==> config.mk <==
export PLATFORM = sky130hd
export DESIGN_NAME = cpu_ctrl
export DESIGN_NICKNAME = d
export VERILOG_FILES = /design/src/rtl/cpu_ctrl.sv
export SDC_FILE = /design/constraint.sdc
export NUM_CORES = 1
export LEC_CHECK = 0
export CAP_MARGIN = 20
export CORE_MARGIN = 2
export CORE_UTILIZATION = 41
export CTS_BUF_LIST = sky130_fd_sc_hd__clkbuf_16
export DETAILED_ROUTE_END_ITERATION = 8
export PLACE_DENSITY_LB_ADDON = 0.3
export SLEW_MARGIN = 40
export SYNTH_ARGS = -nofsm -noshare
export SYNTH_HDL_FRONTEND = slang
export SYNTH_SLANG_ARGS = --single-unit
==> constraint.sdc <==
create_clock -name clk -period 2.2 [get_ports clk]
set_clock_uncertainty 0.15 [all_clocks]
set_input_delay 0.66 -clock clk [delete_from_list [all_inputs] [get_ports clk]]
set_output_delay 0.66 -clock clk [all_outputs]
set_load 0.02 [all_outputs]
==> src/rtl/cpu_ctrl.sv <==
// Instruction register, decoder and Moore control FSM that sequences the
// register-file/ALU datapath for the MOV/ADD/CMP/AND/MVN instruction set.
module cpu_ctrl (
    input  logic        clk,
    input  logic        reset_n,
    input  logic [15:0] in,
    input  logic        load,
    input  logic        s,
    output logic        w,
    output logic        write,
    output logic        vsel,
    output logic        loada,
    output logic        loadb,
    output logic        loadc,
    output logic        loads,
    output logic        asel,
    output logic        bsel,
    output logic [2:0]  readnum,
    output logic [2:0]  writenum,
    output logic [1:0]  shift,
    output logic [1:0]  ALUop,
    output logic [15:0] datapath_in
);

    typedef enum logic [2:0] {
        S_WAIT, S_DECODE, S_WIMM, S_GETA, S_GETB, S_EXEC, S_WRITE
    } state_t;

    state_t      state;
    logic [15:0] ir;

    logic [2:0] opcode, rn, rd, rm;
    logic [1:0] op, sh;
    logic       is_mov_imm, is_mov_reg, is_alu, is_cmp;

    assign opcode = ir[15:13];
    assign op     = ir[12:11];
    assign rn     = ir[10:8];
    assign rd     = ir[7:5];
    assign sh     = ir[4:3];
    assign rm     = ir[2:0];

    assign is_mov_imm = (opcode == 3'b110) && (op == 2'b10);
    assign is_mov_reg = (opcode == 3'b110) && (op == 2'b00);
    assign is_alu     = (opcode == 3'b101);
    assign is_cmp     = is_alu && (op == 2'b01);

    assign datapath_in = {{8{ir[7]}}, ir[7:0]};

    // IR only captures in WAIT, so a simultaneous load+start executes the new word.
    always_ff @(posedge clk or negedge reset_n) begin
        if (!reset_n) begin
            state <= S_WAIT;
            ir    <= '0;
        end else begin
            case (state)
                S_WAIT: begin
                    if (load) ir <= in;
                    if (s) state <= S_DECODE;
                end
                S_DECODE: begin
                    if (is_mov_imm)      state <= S_WIMM;
                    else if (is_mov_reg) state <= S_GETB;
                    else if (is_alu)     state <= S_GETA;
                    else                 state <= S_WAIT;
                end
                S_GETA:  state <= S_GETB;
                S_GETB:  state <= S_EXEC;
                S_EXEC:  state <= is_cmp ? S_WAIT : S_WRITE;
                S_WIMM:  state <= S_WAIT;
                S_WRITE: state <= S_WAIT;
                default: state <= S_WAIT;
            endcase
        end
    end

    always_comb begin
        w        = 1'b0;
        write    = 1'b0;
        vsel     = 1'b0;
        loada    = 1'b0;
        loadb    = 1'b0;
        loadc    = 1'b0;
        loads    = 1'b0;
        asel     = 1'b0;
        bsel     = 1'b0;
        readnum  = 3'd0;
        writenum = 3'd0;
        shift    = 2'd0;
        ALUop    = 2'd0;
        case (state)
            S_WAIT: w = 1'b1;
            S_WIMM: begin
                writenum = rn;
                vsel     = 1'b1;
                write    = 1'b1;
            end
            S_GETA: begin
                readnum = rn;
                loada   = 1'b1;
            end
            S_GETB: begin
                readnum = rm;
                loadb   = 1'b1;
            end
            S_EXEC: begin
                // MOV reg passes B through the ALU as 0 + B.
                shift = sh;
                ALUop = is_alu ? op : 2'b00;
                asel  = is_mov_reg;
                loads = is_cmp;
                loadc = !is_cmp;
            end
            S_WRITE: begin
                writenum = rd;
                write    = 1'b1;
            end
            default: ;
        endcase
    end

endmodule

==> results.cfg <==
[clock_tree]
clockBufferDepth = 2
cts_max_level = 1
cts-buffers-inserted = 3
clock_sink_count = 19
cts_hold_repair.buffers = 0
cts.reportedPaths.clkPinSlew_ns = 0.05
clk_latency_ns = 0.25
ctsRootBufferMaster = clkbuf_16
cts_tree = yes

[synth]
postSynthRegisterBits = 19
syn-mean-instance-area_um2 = 11.1
postSynthCellCount = 107
synthesis.nets = 127
synth_area_leader_cell = dfrtp_1
synthFlopType = dfrtp_1
synthDominantCellAreaShare_pct = 40.2
synthesis.area_mm2 = 0.00118
count_of_flip_flops_with_a_built_in_enable_after_synthesis = 0
count_of_warnings_emitted_by_yosys = 0
synth_sequential_area_ratio_pct = 40.2
synth_area_leaders = dfrtp_1, buf_4, mux2_4, mux2_2, nor2_1
synth_async_sr_flop_share_pct = 100
synth.distinct_cells = 29

[global_route]
first_global_vias = 941
global_route.usage.met2_pct = 30.7
grtUsageMet3_pct = 2.01
grt_pass1_wl_um = 4310
grt_overflow_total = 0
antenna_found_initial = 0
grt_start_max_net_pins = 20
grt.met1_usage_pct = 20.7
grt_usage_pct = 16.8
globalRoute.busiestLayer = met2

[timing]
final_period_utilization_pct = 98.8
maxClockFrequency_mhz = 460
worst_slack_ns = 0.0255
timing_max_transition_violations_final = 0
setup_viol = 0
rsz0062_at_grt = yes
final_hold_viol_count = 0
final_period_minus_worst_setup_slack_ns = 2.17

[detailed_routing]
totalWireLength_um = 2670
detail_routed_net_length_per_standard_cell_um = 13.6
drt_iter0_drc = 14
vias = 958
drc = 0
post_route_ant_nets = 0
length_of_the_first_detailed_routing_pass_in_iterations = 4
avgViaCountPerCell = 4.89

[place]
globalplace.congestion = 0.736
dpl-instance-area_mm2 = 0.00173
dp_hpwl_um = 1920
pre_cts_slack_ns = -0.168
number_of_buffers_inserted_by_port_buffering = 53

[floorplan]
num_io_pins = 55
start_util_pct = 42.9
vert_die_dim_um = 57.7
dieArea_mm2 = 0.00333
std_cell_rows = 19
core_region_mm2 = 0.00276
die_width_um = 57.7

[worst_setup_path]
cpLargestDelayFamily = simple AND/OR/NAND/NOR gates
crit_path_max_incr_delay_ns = 0.44
critPathCaptureType = primary output
start_kind = register
required_ns = 1.39
sequence_of_cells_on_the_critical_path = nand3b_1 > nor2_1 > and2_1 > buf_6
critPathMaxFanout = 5
path_buf_inv = 1
critical_path.slowest_cell = dfrtp_2
setup.worst_path.class = register to primary output
worstPathArrival_ns = 1.36

[worst_hold_path]
min-delay-path-class = register to register

[power_and_ir_drop]
pwr_density_cell_mw_per_mm2 = 1550
vdd_drop_max_uv = 1170
power_uw = 2840
leakage_power_uw = 0.000917

[finish]
final_layout_size_suffix_gt1_share_pct = 43.0
flow.area_growth_from_synthesis_pct = 54.3
postLayoutCellArea_mm2 = 0.00182
fillerInstances = 231
design.final.nets = 186
n_antenna_cell = 0

[run]
timing.max_cap.violations = 0

[status]
outcome = completed
[what timing repair did]
item / in CTS / in global routing
pin swaps: 2 / 6
buffers inserted: 0 / 1
setup endpoints to repair: 18 / 26
gates resized for setup: 56 / 32
[power breakdown]
part / internal, µW / total (µW) / leakage (µW) / switching (µW)
registers: 533 / 694 / 0.000225 / 161
logic: 947 / 1770 / 0.000651 / 826
clock network: 243 / 368 / 0.0000409 / 125
total: 1720 / 2840 / 0.000917 / 1110
[registers in the layout (all words and copies together), names as in the netlist]
| name | count |
|---|---|
| state | 3 |
| ir | 16 |
[per-stage QoR]
step	utilization, %	hold WS [ns]	setup TNS (ns)	instances
floorplan	-	0.214	0	107
global placement	62.6	0.371	-1.31	191
detailed placement	62.6	0.379	-1.46	191
CTS	64.8	0.392	-0.0519	195
global route	66.2	0.412	-0.224	196
finish	66.2	0.385	0	196
[cells in the mapped netlist, types with 2 or more instances]
| cell type | number |
|---|---|
| a22o_1 | 3 |
| a31oi_1 | 2 |
| and2_1 | 2 |
| buf_4 | 17 |
| buf_6 | 3 |
| dfrtp_1 | 19 |
| inv_1 | 5 |
| mux2_2 | 7 |
| mux2_4 | 8 |
| mux2i_1 | 3 |
| nand2_1 | 3 |
| nand3_1 | 3 |
| nand3b_1 | 2 |
| nor2_1 | 10 |
| nor2b_1 | 2 |
| nor3_1 | 3 |
| o21ai_0 | 3 |
[final timing paths]
path	from	endpoint	slack (ns)	cells past startpoint
max	state[1]	ALUop[1]	0.03	4
max in group asynchronous	reset_n	state[1]	1.09	2
min	ir[5]	ir[5]	0.39	1
max reg2reg	state[0]	ir[5]	0.35	5
min in group asynchronous	reset_n	ir[11]	0.59	2
min reg2reg	ir[5]	ir[5]	0.39	1
[routing by layer]
| layer | vias up | routed length [µm] |
|---|---|---|
| met5 | - | 0 |
| li1 | 466 | - |
| met4 | 0 | 23 |
| met2 | 40 | 1420 |
| met3 | 4 | 135 |
| met1 | 448 | 1100 |
[cell families (layout without fill, tap and decap cells)]
logic type | count (synthesis) | in the layout | share of synthesized area (%)
DFF | 19 | 19 | 40.2
buffers and inverters | 27 | 85 | 18.2
other | 1 | 1 | 0.317
and+or+nand+nor | 30 | 30 | 14.2
muxes | 18 | 18 | 19.4
AOI/OAI and AO/OA | 12 | 12 | 7.72
[placed cells by master, fill, tap and decap left out, types with 2 or more instances in the layout]
cell type        instances
a31oi_1                  2
nand2_1                  2
clkdlybuf4s50_1         26
nand3b_1                 2
nor2_1                   8
nor2_2                   2
nor3_1                   2
and2_1                   2
dlymetal6s2s_1           9
dfrtp_1                 17
nand3_1                  3
mux2_4                   8
inv_1                    4
clkdlybuf4s15_1          3
dfrtp_2                  2
clkbuf_2                 3
o21ai_0                  3
buf_6                    4
mux2_2                   7
nor3_4                   2
buf_2                    5
nor2b_2                  2
a22o_1                   3
buf_4                   24
mux2i_1                  3
clkbuf_16                3
[final cells by class]
cell class | instances | area (µm²) | share of cell area, %
well taps | 31 | 38.8 | 2.13
multi-input cells | 61 | 520 | 28.5
flip-flops and latches | 19 | 478 | 26.2
repair buffers | 76 | 688 | 37.7
clock inverters | 1 | 5.00 | 0.274
inverters | 5 | 18.8 | 1.03
clock buffers | 3 | 75.1 | 4.12
(Power assumes the default switching activity.)
